$ cat src/rtl/lgn_frame_loader_if.sv
// Signal bundle of the lgn frame loader: host pad inputs, lgn byte stream and the SRAM macro port.
// The loader connects through 'master'; the pads, lgn and SRAM side connect through 'slave'.
interface lgn_frame_loader_if;
  logic       host_strobe;
  logic [7:0] host_data;
  logic       lgn_ready;
  logic       lgn_we;
  logic [7:0] lgn_data;
  logic       frame_done;
  logic       overflow;
  logic       sram_cen;
  logic       sram_gwen;
  logic [7:0] sram_wen;
  logic [8:0] sram_a;
  logic [7:0] sram_d;
  logic [7:0] sram_q;

  modport master (
    input  host_strobe, host_data, lgn_ready, sram_q,
    output lgn_we, lgn_data, frame_done, overflow,
           sram_cen, sram_gwen, sram_wen, sram_a, sram_d
  );

  modport slave (
    output host_strobe, host_data, lgn_ready, sram_q,
    input  lgn_we, lgn_data, frame_done, overflow,
           sram_cen, sram_gwen, sram_wen, sram_a, sram_d
  );
endinterface

$ cat src/rtl/lgn_frame_loader.sv
// Collects strobed host bytes into ping-pong frame banks of a single-port 512x8 SRAM and
// replays each complete frame to lgn as a byte stream with ready backpressure.
module lgn_frame_loader #(
  parameter int FRAME_BYTES = 98,
  parameter int SYNC_STAGES = 2
) (
  input logic                clk,
  input logic                rst_n,
  lgn_frame_loader_if.master bus
);

  localparam logic [1:0] ST_IDLE = 2'd0;
  localparam logic [1:0] ST_LOAD = 2'd1;
  localparam logic [1:0] ST_HOLD = 2'd2;
  localparam logic [1:0] ST_DONE = 2'd3;

  localparam logic [7:0] LAST_IDX = 8'(FRAME_BYTES - 1);

  logic [SYNC_STAGES-1:0] sync_q, sync_d;
  logic                   edge_q, edge_d;
  logic                   wr_bank_q, wr_bank_d;
  logic [7:0]             wr_idx_q, wr_idx_d;
  logic [1:0]             full_q, full_d;
  logic                   overflow_q, overflow_d;
  logic [1:0]             state_q, state_d;
  logic                   rd_bank_q, rd_bank_d;
  logic [7:0]             rd_idx_q, rd_idx_d;
  logic [7:0]             data_q, data_d;
  logic                   capt_q, capt_d;

  logic wr_pulse;
  logic wr_go;
  logic wr_last;
  logic rd_go;

  // Writer: synchronise the pad strobe, detect its rising edge and fill the current bank.
  always_comb begin
    sync_d     = {sync_q[SYNC_STAGES-2:0], bus.host_strobe};
    edge_d     = sync_q[SYNC_STAGES-1];
    wr_pulse   = sync_q[SYNC_STAGES-1] & ~edge_q;
    wr_go      = wr_pulse & ~full_q[wr_bank_q];
    wr_last    = wr_go & (wr_idx_q == LAST_IDX);
    wr_idx_d   = wr_idx_q;
    wr_bank_d  = wr_bank_q;
    overflow_d = overflow_q | (wr_pulse & full_q[wr_bank_q]);
    if (wr_last) begin
      wr_idx_d  = '0;
      wr_bank_d = ~wr_bank_q;
    end else if (wr_go) begin
      wr_idx_d = wr_idx_q + 8'd1;
    end
  end

  // A bank is never freed and filled in the same cycle, so both updates can apply.
  always_comb begin
    full_d = full_q;
    if (state_q == ST_DONE) begin
      full_d[rd_bank_q] = 1'b0;
    end
    if (wr_last) begin
      full_d[wr_bank_q] = 1'b1;
    end
  end

  always_comb begin
    state_d   = state_q;
    rd_bank_d = rd_bank_q;
    rd_idx_d  = rd_idx_q;
    data_d    = data_q;
    capt_d    = capt_q;
    rd_go     = 1'b0;
    case (state_q)
      ST_IDLE: begin
        if (full_q[rd_bank_q]) begin
          state_d = ST_LOAD;
        end
      end
      ST_LOAD: begin
        if (!wr_go) begin
          rd_go   = 1'b1;
          capt_d  = 1'b0;
          state_d = ST_HOLD;
        end
      end
      ST_HOLD: begin
        // The SRAM output is only trusted in the first HOLD cycle; later cycles replay the capture.
        if (!capt_q) begin
          data_d = bus.sram_q;
          capt_d = 1'b1;
        end
        if (bus.lgn_ready) begin
          capt_d = 1'b0;
          if (rd_idx_q == LAST_IDX) begin
            state_d = ST_DONE;
          end else begin
            rd_idx_d = rd_idx_q + 8'd1;
            state_d  = ST_LOAD;
          end
        end
      end
      ST_DONE: begin
        rd_bank_d = ~rd_bank_q;
        rd_idx_d  = '0;
        state_d   = ST_IDLE;
      end
      default: begin
        state_d = ST_IDLE;
      end
    endcase
  end

  always_comb begin
    bus.sram_cen  = 1'b1;
    bus.sram_gwen = 1'b1;
    bus.sram_wen  = 8'hFF;
    bus.sram_a    = '0;
    bus.sram_d    = '0;
    if (wr_go) begin
      bus.sram_cen  = 1'b0;
      bus.sram_gwen = 1'b0;
      bus.sram_wen  = 8'h00;
      bus.sram_a    = {wr_bank_q, wr_idx_q};
      bus.sram_d    = bus.host_data;
    end else if (rd_go) begin
      bus.sram_cen = 1'b0;
      bus.sram_a   = {rd_bank_q, rd_idx_q};
    end
  end

  assign bus.lgn_we     = (state_q == ST_HOLD);
  assign bus.lgn_data   = (state_q == ST_HOLD && !capt_q) ? bus.sram_q : data_q;
  assign bus.frame_done = (state_q == ST_DONE);
  assign bus.overflow   = overflow_q;

  always_ff @(posedge clk or negedge rst_n) begin
    if (!rst_n) begin
      sync_q     <= '0;
      edge_q     <= 1'b0;
      wr_bank_q  <= 1'b0;
      wr_idx_q   <= '0;
      full_q     <= '0;
      overflow_q <= 1'b0;
      state_q    <= ST_IDLE;
      rd_bank_q  <= 1'b0;
      rd_idx_q   <= '0;
      data_q     <= '0;
      capt_q     <= 1'b0;
    end else begin
      sync_q     <= sync_d;
      edge_q     <= edge_d;
      wr_bank_q  <= wr_bank_d;
      wr_idx_q   <= wr_idx_d;
      full_q     <= full_d;
      overflow_q <= overflow_d;
      state_q    <= state_d;
      rd_bank_q  <= rd_bank_d;
      rd_idx_q   <= rd_idx_d;
      data_q     <= data_d;
      capt_q     <= capt_d;
    end
  end

endmodule
$ cat src/flat_wrapper.sv
// flat-port wrapper written by rule: the top's interface ports become plain ports
module lgn_frame_loader_flat 
#(
  parameter int FRAME_BYTES = 98,
  parameter int SYNC_STAGES = 2
)
  (clk, rst_n, bus_host_strobe, bus_host_data, bus_lgn_ready, bus_sram_q, bus_lgn_we, bus_lgn_data, bus_frame_done, bus_overflow, bus_sram_cen, bus_sram_gwen, bus_sram_wen, bus_sram_a, bus_sram_d);
  lgn_frame_loader_if bus_i ();
  input logic clk;
  input logic rst_n;
  input wire logic [$bits(bus_i.host_strobe)-1:0] bus_host_strobe;
  input wire logic [$bits(bus_i.host_data)-1:0] bus_host_data;
  input wire logic [$bits(bus_i.lgn_ready)-1:0] bus_lgn_ready;
  input wire logic [$bits(bus_i.sram_q)-1:0] bus_sram_q;
  output wire logic [$bits(bus_i.lgn_we)-1:0] bus_lgn_we;
  output wire logic [$bits(bus_i.lgn_data)-1:0] bus_lgn_data;
  output wire logic [$bits(bus_i.frame_done)-1:0] bus_frame_done;
  output wire logic [$bits(bus_i.overflow)-1:0] bus_overflow;
  output wire logic [$bits(bus_i.sram_cen)-1:0] bus_sram_cen;
  output wire logic [$bits(bus_i.sram_gwen)-1:0] bus_sram_gwen;
  output wire logic [$bits(bus_i.sram_wen)-1:0] bus_sram_wen;
  output wire logic [$bits(bus_i.sram_a)-1:0] bus_sram_a;
  output wire logic [$bits(bus_i.sram_d)-1:0] bus_sram_d;
  assign bus_i.host_strobe = bus_host_strobe;
  assign bus_i.host_data = bus_host_data;
  assign bus_i.lgn_ready = bus_lgn_ready;
  assign bus_i.sram_q = bus_sram_q;
  assign bus_lgn_we = bus_i.lgn_we;
  assign bus_lgn_data = bus_i.lgn_data;
  assign bus_frame_done = bus_i.frame_done;
  assign bus_overflow = bus_i.overflow;
  assign bus_sram_cen = bus_i.sram_cen;
  assign bus_sram_gwen = bus_i.sram_gwen;
  assign bus_sram_wen = bus_i.sram_wen;
  assign bus_sram_a = bus_i.sram_a;
  assign bus_sram_d = bus_i.sram_d;
  lgn_frame_loader #(.FRAME_BYTES(FRAME_BYTES), .SYNC_STAGES(SYNC_STAGES)) u_core (.clk(clk), .rst_n(rst_n), .bus(bus_i));
endmodule
$ cat config.mk
export PLATFORM = sky130hd
export DESIGN_NAME = lgn_frame_loader_flat
export DESIGN_NICKNAME = d
export VERILOG_FILES = /design/src/rtl/lgn_frame_loader_if.sv /design/src/rtl/lgn_frame_loader.sv /design/src/flat_wrapper.sv
export SDC_FILE = /design/constraint.sdc
export NUM_CORES = 1
export LEC_CHECK = 0
export CORE_MARGIN = 5
export CORE_UTILIZATION = 48
export CTS_BUF_LIST = sky130_fd_sc_hd__clkbuf_4 sky130_fd_sc_hd__clkbuf_8
export CTS_CLUSTER_DIAMETER = 50
export CTS_CLUSTER_SIZE = 14
export DETAILED_ROUTE_END_ITERATION = 6
export GPL_ROUTABILITY_DRIVEN = 0
export PLACE_DENSITY_LB_ADDON = 0.05
export SETUP_SLACK_MARGIN = 0.15
export SLEW_MARGIN = 20
export SYNTH_ARGS = -nofsm -noshare
export SYNTH_HDL_FRONTEND = slang
export SYNTH_SLANG_ARGS = --single-unit
$ cat constraint.sdc
create_clock -name clk -period 2.2 [get_ports clk]
set_clock_uncertainty 0.15 [all_clocks]
set_input_delay 0.44 -clock clk [delete_from_list [all_inputs] [get_ports clk]]
set_output_delay 0.44 -clock clk [all_outputs]
set_load 0.02 [all_outputs]
==> impl_metrics.csv <==
group,metric,value,unit
cells_and_area,final_util,77.7,%
drt,viasPerCell,5.55,
logic_synthesis,synth_top_cell_area_share,46.8,%
critical_path,timing.rr.start,"u_core.wr_bank_q",
grt,grt_max_degree,36,
min_path,min-delay-start,"u_core.sync_q[0]",
clock_tree,cts_sinks,35,
run_status,violations,"setup timing",
logic_synthesis,synth_fp_nets,203,
power_and_ir_drop,power,1.63,mW
run_status,status,"finished, violations left",
logic_synthesis,synth_top_cell_by_area,"dfrtp_1",
grt,grtUsageTotal,18.7,%
min_path,hold_path_depth,0,
logic_synthesis,yosys.area_share.simple,17.3,%
clock_tree,cts.clk_slew.worst_paths,70,ps
drt,drt_first_pass_iters,4,
die,die_height,72.5,microns
clock_tree,cts_buffer_depth,2,
drt,drt-total-wl,4970,microns
drt,drc,0,
clock_tree,cts_tree,"yes",
power_and_ir_drop,p_int,1.20,mW
sta,layout_worst_path_cycle_share,100,%
critical_path,crit_path_start_kind,"flop",
critical_path,worst-setup-path-type,"flop to output pin",
cells_and_area,seqCellArea,877,sq um
cells_and_area,nNetsFinal,283,
critical_path,cp_max_fo,3,
critical_path,path_buf_inv,2,
logic_synthesis,synth_top_family_by_area,"simple AND/OR/NAND/NOR gates",
cells_and_area,multi_input_area,943,sq um
sta,tns,-8.03,ps
grt,grt-ovfl-total,0,
power_and_ir_drop,power_frac_seq,46.6,%
logic_synthesis,async_reset_ff_share,100,%
placement,io_buffers,57,
logic_synthesis,synth_mux_area_share,8.55,%
logic_synthesis,yosysWarnings,0,
power_and_ir_drop,power.net_switching,431,uW
cells_and_area,drive_gt1_share,40.4,%
die,fp.dieArea,5250,sq um
sta,hold_viol_final,0,
grt,grt_pass1_vias,1631,
job,drv_cap,0,
logic_synthesis,ys_seq_area_share,46.8,%
grt,grt_pass1_wl,7710,microns
drt,num_vias,1709,
logic_synthesis,yosysUniqueCellTypes,43,
critical_path,r2r_cells,7,
critical_path,crit_required,1610,ps
logic_synthesis,synth_adder_area_share,2.67,%
cells_and_area,diodes,0,
clock_tree,clockRootBuffer,"clkbuf_8",
sta,worstMarginPinSlew,443,ps
critical_path,cp_slowest_cell,"dfrtp_1",
cells_and_area,syn2layout_area_growth,54.2,%
clock_tree,numCtsBuffers,5,
die,start_util,50.4,%
logic_synthesis,syn-instance-count,179,
critical_path,slowest_delay,380,ps
logic_synthesis,synth-xor-area-share,2.34,%
logic_synthesis,synth_compound_area_share,14.3,%
sta,relSlewSlack,70.5,%
sta,hold-worst-slack,208,ps
drt,wl_per_cell,16.1,microns
critical_path,crit_chain,"mux2i_1 -> and2_4 -> nor2_4 -> buf_4 -> a32o_2 -> buf_6",
clock_tree,cts.htree.levels,2,
sta,min_period,2200,ps
logic_synthesis,postSynthAreaPerCell,10.5,sq um
die,die_w,72.5,microns
logic_synthesis,synth.ff_latch_count,35,
cells_and_area,fill_cells,267,
power_and_ir_drop,cellLeakagePower,1.37,nW
die,core-area,3720,sq um
drt,first_iter_violations,94,
logic_synthesis,yosysMostFrequentCell,"dfrtp_1",
min_path,hold_end,"u_core.sync_q[1]",
power_and_ir_drop,ir_drop,0.481,mV
sta,setup_slack,-4.69,ps
logic_synthesis,synth_edf_count,0,
sta,finalSetupViolations,3,
min_path,hp-class,"flop to flop",
critical_path,r2r_slack,200,ps
power_and_ir_drop,clkPwrFrac,36.5,%
critical_path,path_delay_family,"flip-flops",
logic_synthesis,synthFlopType,"dfrtp_1",
drt,ant_nets,0,
die,ios,58,
sta,fmax,454,MHz
cells_and_area,final_area,2890,sq um
die,core.rowCount,22,
power_and_ir_drop,p_sw_share,26.4,%
power_and_ir_drop,pwr-share-comb,16.9,%
logic_synthesis,yosys-top-cells-area,"dfrtp_1 (47%), mux2_2 (4.8%), a22o_1 (3.7%), and3_1 (3.3%), buf_4 (3.2%)",
critical_path,cp.arrival,1610,ps
placement,hpwl,3290,microns
power_and_ir_drop,power_density,565,nW/um^2
critical_path,rr_endpoint,"u_core.wr_idx_q[6]",
logic_synthesis,syn_area,1870,sq um
logic_synthesis,synthTopCellsByCount,"dfrtp_1 (35), nor2_1 (12), and3_1 (10)",
placement,placed_cell_area,2550,sq um
grt,antenna_found_initial,0,
sta,slew_viol_final,0,
clock_tree,clock_latency,290,ps
critical_path,worst_setup_path_end_kind,"output pin",
sta,rsz0062_at_grt,"yes",
## flip-flops by register name (all words and copies together) (netlist names)
| name | count |
|---|---|
| u_core.bus.overflow | 1 |
| u_core.rd_idx_q | 8 |
| u_core.rd_bank_q | 1 |
| u_core.edge_q | 1 |
| u_core.state_q | 2 |
| u_core.wr_idx_q | 8 |
| u_core.sync_q | 2 |
| u_core.wr_bank_q | 1 |
| u_core.full_q | 2 |
| u_core.capt_q | 1 |
| u_core.data_q | 8 |
## worst max-delay path by stage
stage	to	startpoint	depth (start not counted)
after floorplan	bus_sram_a[8]	u_core.wr_bank_q	6
after global placement	bus_sram_a[7]	u_core.sync_q[1]	6
after detailed placement	bus_sram_a[7]	u_core.wr_bank_q	6
after CTS	bus_sram_a[7]	u_core.wr_bank_q	6
after global routing	bus_sram_a[7]	u_core.wr_bank_q	6
final	bus_sram_a[8]	u_core.wr_bank_q	6
## repair_timing
item,4_1_cts,5_1_grt
pin swaps,1,9
setup buffers,5,6
gates resized for setup,190,46
endpoints found under the setup margin,37,38
hold buffers,0,0
gates cloned,0,2
## routing by layer
metal | global-route usage (%) | vias up | routed length, microns
li1 | - | 810 | -
met1 | 21.9 | 823 | 2010
met2 | 33.2 | 65 | 2520
met3 | 5.12 | 11 | 347
met4 | 5.74 | 0 | 95
met5 | 0 | - | 0
## per-stage QoR
stage	worst slack (ps)	cells
after global placement	-104	287
final	-4.69	308
after CTS	-36.9	300
after detailed placement	-130	287
after global routing	-84.4	308
after floorplan	216	179
## power by group through the flow
stage	Clock (mW)	Combinational, mW	Sequential (mW)
2_1_floorplan	0	0.164	0.733
3_3_place_gp	0	0.243	0.769
3_5_place_dp	0	0.246	0.772
4_1_cts	0.607	0.234	0.760
5_1_grt	0.633	0.299	0.765
6_report	0.596	0.276	0.761
## cells in the final DEF, fill, tap and decap left out, types with 4 or more instances in the layout
cell and n:
nand4_1 9, dfrtp_1 34, mux2i_1 4, nand2_1 6
inv_1 8, nor2_1 11, ha_1 4, o22ai_1 4
clkdlybuf4s50_1 20, a22o_1 8, buf_6 32, buf_4 36
o2bb2ai_1 5, nor3_1 4, a21oi_1 5, clkbuf_8 6
and3_4 8, mux2_4 10
## cell families after synthesis
logic type / Yosys count
simple gates: 57
compound gates: 37
flops: 35
buf+inv: 27
mux: 14
xor+xnor: 5
fa+ha+maj: 4
## final cells by class
type	count	area share (%)
well taps	48	2.08
flip-flops and latches	35	30.4
inverters	9	1.26
multi-input cells	117	32.7
repair buffers	91	29.5
clock buffers	6	2.86
clock inverters	2	1.21
(Power assumes the default switching activity.)
